`config.mk`:
```
export PLATFORM = sky130hd
export DESIGN_NAME = header_nonce_feeder_flat
export DESIGN_NICKNAME = d
export VERILOG_FILES = /design/src/rtl/header_nonce_feeder_if.sv /design/src/rtl/header_nonce_feeder.sv /design/src/flat_wrapper.sv
export SDC_FILE = /design/constraint.sdc
export NUM_CORES = 1
export LEC_CHECK = 0
export CORE_AREA = 5 5 299 301
export CTS_BUF_LIST = sky130_fd_sc_hd__clkbuf_4
export CTS_CLUSTER_SIZE = 28
export DETAILED_ROUTE_END_ITERATION = 16
export DIE_AREA = 0 0 304 306
export PLACE_DENSITY_LB_ADDON = 0.05
export SETUP_SLACK_MARGIN = 0.2
export SLEW_MARGIN = 20
export SYNTH_ARGS = -nofsm -noshare
export SYNTH_HDL_FRONTEND = slang
export SYNTH_SLANG_ARGS = --single-unit
```
`constraint.sdc`:
```
create_clock -name clk -period 2.9 [get_ports clk]
set_input_delay 0.58 -clock clk [delete_from_list [all_inputs] [get_ports clk]]
set_output_delay 0.58 -clock clk [all_outputs]
set_load 0.05 [all_outputs]
```
`src/rtl/header_nonce_feeder_if.sv`:
```
// Handshake bundle between the header feeder, its template-word source and pre_mix.
// The slave modport is the feeder's view; master is the view of whoever drives it.
interface header_nonce_feeder_if #(
  parameter int HDR_W = 640
);
  logic             wr_valid;
  logic             wr_ready;
  logic [31:0]      wr_data;
  logic             hdr_valid;
  logic             hdr_ready;
  logic [HDR_W-1:0] hdr_data;
  logic [31:0]      hdr_nonce;

  modport slave (
    input  wr_valid, wr_data, hdr_ready,
    output wr_ready, hdr_valid, hdr_data, hdr_nonce
  );

  modport master (
    output wr_valid, wr_data, hdr_ready,
    input  wr_ready, hdr_valid, hdr_data, hdr_nonce
  );
endinterface

```
`src/rtl/header_nonce_feeder.sv`:
```
// Holds a 19-word block-header template and sweeps a nonce range, emitting one
// full 640-bit header per nonce (nonce in the top word) toward pre_mix.
module header_nonce_feeder #(
  parameter int TMPL_WORDS = 19,
  parameter int HDR_W      = 32 * (TMPL_WORDS + 1)
) (
  input  logic                  clk,
  input  logic                  rst_n,
  header_nonce_feeder_if.slave  bus,
  input  logic                  start,
  input  logic [31:0]           nonce_start,
  input  logic [31:0]           nonce_count,
  input  logic                  abort,
  output logic                  busy,
  output logic                  done
);

  localparam int WCNT_W = $clog2(TMPL_WORDS);
  localparam logic [WCNT_W-1:0] LAST_WORD = WCNT_W'(TMPL_WORDS - 1);

  typedef enum logic [1:0] {
    LOAD,
    ARMED,
    RUN
  } state_e;

  state_e                         state_q, state_d;
  logic [WCNT_W-1:0]              wcnt_q, wcnt_d;
  logic [TMPL_WORDS-1:0][31:0]    tmpl_q;
  logic                           tmpl_we;
  logic [31:0]                    nonce_q, nonce_d;
  logic [31:0]                    remaining_q, remaining_d;
  logic                           done_q, done_d;
  logic                           busy_q;

  // abort outranks everything; a header handshake in the same cycle still counts
  always_comb begin
    state_d     = state_q;
    wcnt_d      = wcnt_q;
    nonce_d     = nonce_q;
    remaining_d = remaining_q;
    done_d      = 1'b0;
    tmpl_we     = 1'b0;

    if (abort) begin
      state_d = LOAD;
      wcnt_d  = '0;
      if (state_q == RUN && bus.hdr_ready) begin
        nonce_d     = nonce_q + 32'd1;
        remaining_d = remaining_q - 32'd1;
      end
    end else begin
      case (state_q)
        LOAD: begin
          if (bus.wr_valid) begin
            tmpl_we = 1'b1;
            if (wcnt_q == LAST_WORD) begin
              state_d = ARMED;
              wcnt_d  = '0;
            end else begin
              wcnt_d = wcnt_q + 1'b1;
            end
          end
        end
        ARMED: begin
          if (start) begin
            if (nonce_count != 32'd0) begin
              nonce_d     = nonce_start;
              remaining_d = nonce_count;
              state_d     = RUN;
            end else begin
              done_d = 1'b1;
            end
          end
        end
        RUN: begin
          if (bus.hdr_ready) begin
            nonce_d     = nonce_q + 32'd1;
            remaining_d = remaining_q - 32'd1;
            if (remaining_q == 32'd1) begin
              state_d = ARMED;
              done_d  = 1'b1;
            end
          end
        end
        default: state_d = LOAD;
      endcase
    end
  end

  always_ff @(posedge clk or negedge rst_n) begin
    if (!rst_n) begin
      state_q     <= LOAD;
      wcnt_q      <= '0;
      tmpl_q      <= '0;
      nonce_q     <= '0;
      remaining_q <= '0;
      done_q      <= 1'b0;
      busy_q      <= 1'b0;
    end else begin
      state_q     <= state_d;
      wcnt_q      <= wcnt_d;
      nonce_q     <= nonce_d;
      remaining_q <= remaining_d;
      done_q      <= done_d;
      busy_q      <= (state_d == RUN);
      if (tmpl_we) begin
        tmpl_q[wcnt_q] <= bus.wr_data;
      end
    end
  end

  // header is taken straight from the registers so it is stable under backpressure
  assign bus.wr_ready  = (state_q == LOAD);
  assign bus.hdr_valid = (state_q == RUN);
  assign bus.hdr_data  = HDR_W'({nonce_q, tmpl_q});
  assign bus.hdr_nonce = nonce_q;
  assign busy          = busy_q;
  assign done          = done_q;

endmodule

```
`src/flat_wrapper.sv`:
```
// flat-port wrapper written by rule: the top's interface ports become plain ports
module header_nonce_feeder_flat 
#(
  parameter int TMPL_WORDS = 19,
  parameter int HDR_W      = 32 * (TMPL_WORDS + 1)
)
  (clk, rst_n, start, nonce_start, nonce_count, abort, busy, done, bus_wr_valid, bus_wr_data, bus_hdr_ready, bus_wr_ready, bus_hdr_valid, bus_hdr_data, bus_hdr_nonce);
  header_nonce_feeder_if #(.HDR_W(HDR_W)) bus_i ();
  input  logic clk;
  input  logic rst_n;
  input  logic start;
  input  logic [31:0] nonce_start;
  input  logic [31:0] nonce_count;
  input  logic abort;
  output logic busy;
  output logic done;
  input wire logic [$bits(bus_i.wr_valid)-1:0] bus_wr_valid;
  input wire logic [$bits(bus_i.wr_data)-1:0] bus_wr_data;
  input wire logic [$bits(bus_i.hdr_ready)-1:0] bus_hdr_ready;
  output wire logic [$bits(bus_i.wr_ready)-1:0] bus_wr_ready;
  output wire logic [$bits(bus_i.hdr_valid)-1:0] bus_hdr_valid;
  output wire logic [$bits(bus_i.hdr_data)-1:0] bus_hdr_data;
  output wire logic [$bits(bus_i.hdr_nonce)-1:0] bus_hdr_nonce;
  assign bus_i.wr_valid = bus_wr_valid;
  assign bus_i.wr_data = bus_wr_data;
  assign bus_i.hdr_ready = bus_hdr_ready;
  assign bus_wr_ready = bus_i.wr_ready;
  assign bus_hdr_valid = bus_i.hdr_valid;
  assign bus_hdr_data = bus_i.hdr_data;
  assign bus_hdr_nonce = bus_i.hdr_nonce;
  header_nonce_feeder #(.TMPL_WORDS(TMPL_WORDS), .HDR_W(HDR_W)) u_core (.clk(clk), .rst_n(rst_n), .bus(bus_i), .start(start), .nonce_start(nonce_start), .nonce_count(nonce_count), .abort(abort), .busy(busy), .done(done));
endmodule
```
---- Yosys cells after proc, flatten, opt, wreduce, memory -nomap -nowiden ----
Cells that the tools add are included.
word-level totals
  input port bits ......................... 102
  output and inout port bits .............. 676
  bits in registers ....................... 681
operators by class
  $add $sub $neg .......................... 3
  reduce and logical (&&, ||, !) cells .... 9
  order comparisons ....................... 2
  equality and inequality tests ........... 9
  multiplexer cells ....................... 36
operator list
  cell                     number
  $bwmux W608              1
  $mux W32                 11
  $demux W32 S5            1
  $pmux W32 S2             2
  $add A32 B1 Y32 const B  1
  $eq A32 B1 Y1 const B    1
  $reduce_bool A32 Y1      1
  $sub A32 B1 Y32 const B  1
  $mux W5                  4
  $mux W2                  7
  $mux W1                  8
  $lt A5 B6 Y1 const B     1
  $ne A3 B3 Y1 const B     2
  $pmux W2 S3              1
  $add A5 B1 Y5 const B    1
  $eq A5 B5 Y1 const B     1
  $ge A5 B1 Y1 const B     1
  $reduce_and A5 Y1        1
  $eq A2 B2 Y1 const B     2
  $reduce_bool A2 Y1       2
  $ne A3 B2 Y1 const B     1
  $reduce_bool A3 Y1       1
  $eq A2 B1 Y1 const B     1
  $logic_and A1 B1 Y1      2
  other kinds (4)          4

---- Depth between registers and ports, before layout ----
  word-level depth ........................ 6
  mapped depth ............................ 9
  depth with buffers taken out ............ 7

---- Least setup slack after synthesis ----
OpenSTA, ideal clock, no wires.
  path kind ............................... reg2reg
  start point ............................. register u_core.state_q[0]
  end point ............................... register u_core.tmpl_q, in the netlist u_core.bus.hdr_data[449]
  arrival time ............................ 2447 ps
  library setup time ...................... 125 ps
  setup slack ............................. 328 ps
  data required time ...................... 2775 ps
  period minus slack after synthesis ...... 2572 ps
  stages on the path, launching flop included .. 9
  cells stage by stage .................... dfrtp_1 inv_1 ha_1 and3b_1 buf_2 nand2_1 nor2_1 clkbuf_1 mux2_2
on the way
  longest elaborated chain between the ends .. 3
RTL lines
  what                             RTL line                    source
  from (decl)                      header_nonce_feeder.sv:27   state_e state_q, state_d;
  from (signal assigned)           header_nonce_feeder.sv:101  state_q <= state_d;
  $logic_not A2 Y1                 n/a
  net bus_wr_ready                 flat_wrapper.sv:20          output wire logic [$bits(bus_i.wr_ready)-1:0] bus_wr_ready;
  $mux W1                          header_nonce_feeder.sv:53   case (state_q)
  $mux W1                          header_nonce_feeder.sv:45   if (abort) begin
  to (signal, indexed assignment)  header_nonce_feeder.sv:108  tmpl_q[wcnt_q] <= bus.wr_data;
  to (decl)                        header_nonce_feeder.sv:29   logic [TMPL_WORDS-1:0][31:0] tmpl_q;
The timed path passes the listed nets, and every way through them passes these cells.
A chain may end at the register's enable or synchronous reset.

---- Final worst setup path ----
  start point ............................. register u_core.tmpl_q, in the netlist u_core.bus.hdr_data[458]
  end point ............................... output port bus_hdr_data[458]
RTL lines
  what       RTL line            source
  to (decl)  flat_wrapper.sv:22  output wire logic [$bits(bus_i.hdr_data)-1:0] bus_hdr_data;
No word-level cell between the ends.

==> flow_metrics.tcl <==
set metrics [dict create \
    run_status "completed" \
    gr-total-overflow 0 \
    dr.first_iter.drc_count 839 \
    yosysTopAreaCellShare_pct 60.5 \
    cpMaxStageDelayCell "dlygate4sd2_1" \
    fp-row-count 108 \
    clk_latency_ns 1.03 \
    leakagePower_nw 20.8 \
    ir_drop_mv 0.445 \
    wl_um 109000 \
    hp-class "in -> async" \
    area_delta_synth_final_pct 40.5 \
    clock.fmax_mhz 391 \
    ioPinCount 778 \
    finalNonFillerCells 4163 \
    drive_above_1_share_pct 38.3 \
    first_pass_iters 5 \
    hold_violations 0 \
    rsz0062_at_grt "false" \
    cp_cell_sequence "dlygate4sd2_1" \
    finalWeightedCongestion 0.901 \
    fin_crit_sh_pct 88.3 \
    multi_input_area_um2 10100 \
    path_clk_slew_ns 0.07 \
    final_nets 2982 \
    setup_viol 0 \
    synth.cell_area_um2 28100 \
    routed-via-count 20800 \
    syn-instance-count 1987 \
    cts_buffer_depth 3 \
    cpLargestDelayFamily "buffers and inverters" \
    grt_pass1_vias 22000 \
    ys_types 67 \
    end_kind "output pin" \
    die_w_um 304 \
    cts_tree "built" \
    seq_area_frac_synth_pct 60.5 \
    relSlewSlack_pct 43.8 \
    ant_nets 0 \
    worst-path-max-fanout 2 \
    r2r_cells 7 \
    crit_type "reg -> out" \
    antenna_found_initial 4 \
    fin_crit_ns 2.56 \
    cp.required_ns 2.32 \
    grt_max_degree 71 \
    die_area_um2 93000 \
    rrSetupSlack_ns 0.49 \
    die_h_um 306 \
    portBuffers 777 \
    cp.arrival_ns 1.98 \
    crit_buf_inv 1 \
    finalClockSkew_ns 0.0473 \
    power_density_nw_per_um2 595 \
    power_w 0.0235 \
    drc 0 \
    syn-mean-instance-area_um2 14.2 \
    grt_first_pass_wirelength_um 158000 \
    synth_seq_cells 681 \
    wire_per_inst_um 26.2 \
    cts_sinks 681 \
    worstMarginPinSlew_ns 0.837 \
    reg2reg_to "u_core.remaining_q[12]" \
    netlist_top_cells_count "dfrtp_1, mux2_2, clkbuf_1" \
    yosys_warnings 0 \
    synth_fp_nets 2100 \
    cts_root_buffer "clkbuf_4" \
    core_um2 86300 \
    synthFlopType "dfrtp_1" \
    post_drt_via_cell_ratio 4.99 \
    fill_cells 8067 \
    initial_core_util_pct 32.6 \
    synth_edf_count 0 \
    grt_use_total_pct 22.7 \
    placedCellCount 3833 \
    synth_top_area_cell "dfrtp_1" \
    slew_viol_final 0 \
    async_flop_share_pct 100 \
    regArea_um2 17000 \
    yosysMostFrequentCell "dfrtp_1" \
    r2r-start "u_core.remaining_q[0]" \
    hold-worst-slack_ns 0.162 \
    drv_cap 0 \
    critPathLaunchType "register" \
    dp_hpwl_um 78000 \
    ys_top_cells_by_area "dfrtp_1, mux2_2, a2bb2oi_1" \
    slowest_delay_ns 0.65 \
    cts_inserted_buffers 188 \
    h-tree-depth 4 \
]
flip-flops by register name, indices dropped and copies added (netlist names):
signal / flops
u_core.done: 1
u_core.busy: 1
u_core.remaining_q: 32
u_core.wcnt_q: 5
u_core.bus.hdr_nonce: 32
u_core.state_q: 2
u_core.bus.hdr_data: 608
worst max path at each step:
stage | start | end | depth (start not counted)
CTS | u_core.bus.hdr_data[391] | bus_hdr_data[391] | 1
global route | u_core.state_q[1] | bus_wr_ready | 3
floorplan | u_core.state_q[0] | u_core.bus.hdr_data[449] | 8
global placement | nonce_count[0] | u_core.bus.hdr_nonce[0] | 7
detailed placement | nonce_count[0] | u_core.bus.hdr_nonce[0] | 7
finish | u_core.bus.hdr_data[458] | bus_hdr_data[458] | 1
where the power goes:
group | switching [W] | internal [W] | total, W
clock | 0.00407 | 0.00453 | 0.00861
sequential | 0.000353 | 0.0101 | 0.0104
combinational | 0.00325 | 0.00126 | 0.00450
layout make-up:
type                       instances  share of cell area (%)
sequential                       681                    43.1
multi-input combinational       1078                    25.6
timing repair buffer             902                    21.6
clock buffer                     285                    5.41
tap                             1155                    3.65
clock inverter                    37                   0.509
inverter                          18                   0.171
antenna                            7                  0.0443
through the flow:
| stage | worst slack [ns] | util (%) | setup TNS, ns | cell area (µm²) |
|---|---|---|---|---|
| after floorplan | 0.328 | - | 0 | 28100 |
| after global placement | -0.0407 | 43.7 | -0.0407 | 37800 |
| after detailed placement | 0.0415 | 43.7 | 0 | 37800 |
| after CTS | 0.200 | 45.8 | 0 | 39500 |
| after global routing | 0.188 | 45.8 | 0 | 39500 |
| final | 0.340 | 45.8 | 0 | 39600 |
cells by family (layout without fill, tap and decap cells):
group	Yosys count	in the layout	synth area share, %
buffers and inverters	228	1242	4.02
muxes	611	611	24.4
and+or+nand+nor	235	235	4.67
DFF	681	681	60.5
other	0	7	0
adders and majority gates	11	11	0.489
AOI/OAI and AO/OA	221	221	5.84
placed cells by master (no fill, tap or decap), types with 5 or more instances in the layout:
master / instances
a211oi_1: 17
a21oi_1: 17
a221oi_1: 34
a2bb2oi_1: 43
a31oi_1: 8
and2_1: 7
and3_1: 8
and4_1: 5
buf_12: 32
buf_2: 10
buf_4: 92
clkbuf_4: 285
clkdlybuf4s15_1: 111
clkdlybuf4s15_2: 57
clkdlybuf4s50_1: 100
clkinv_1: 25
dfrtp_1: 681
diode_2: 7
dlygate4sd2_1: 494
ha_1: 9
inv_1: 17
mux2_2: 608
nand2_1: 38
nand2_2: 12
nand3_1: 40
nand4_1: 21
nor2_1: 28
nor3_1: 16
nor4_1: 13
o21ai_0: 31
o22a_1: 7
o22ai_1: 29
or2_2: 5
layer usage:
layer | wire length [µm] | global-route usage [%] | up-vias
li1 | - | - | 9115
met3 | 7520 | 6.97 | 169
met1 | 41800 | 26.0 | 10700
met5 | 13 | 0 | -
met2 | 56100 | 40.3 | 824
met4 | 3720 | 8.47 | 2
timing repair:
action / CTS / global route
hold buffers: 1 / 0
gates resized for setup: 965 / 0
buffers inserted: 0 / 0
hold endpoints to repair: 246 / 0
endpoints found under the setup margin: 676 / 0
Power figures use the tool's default switching activity.
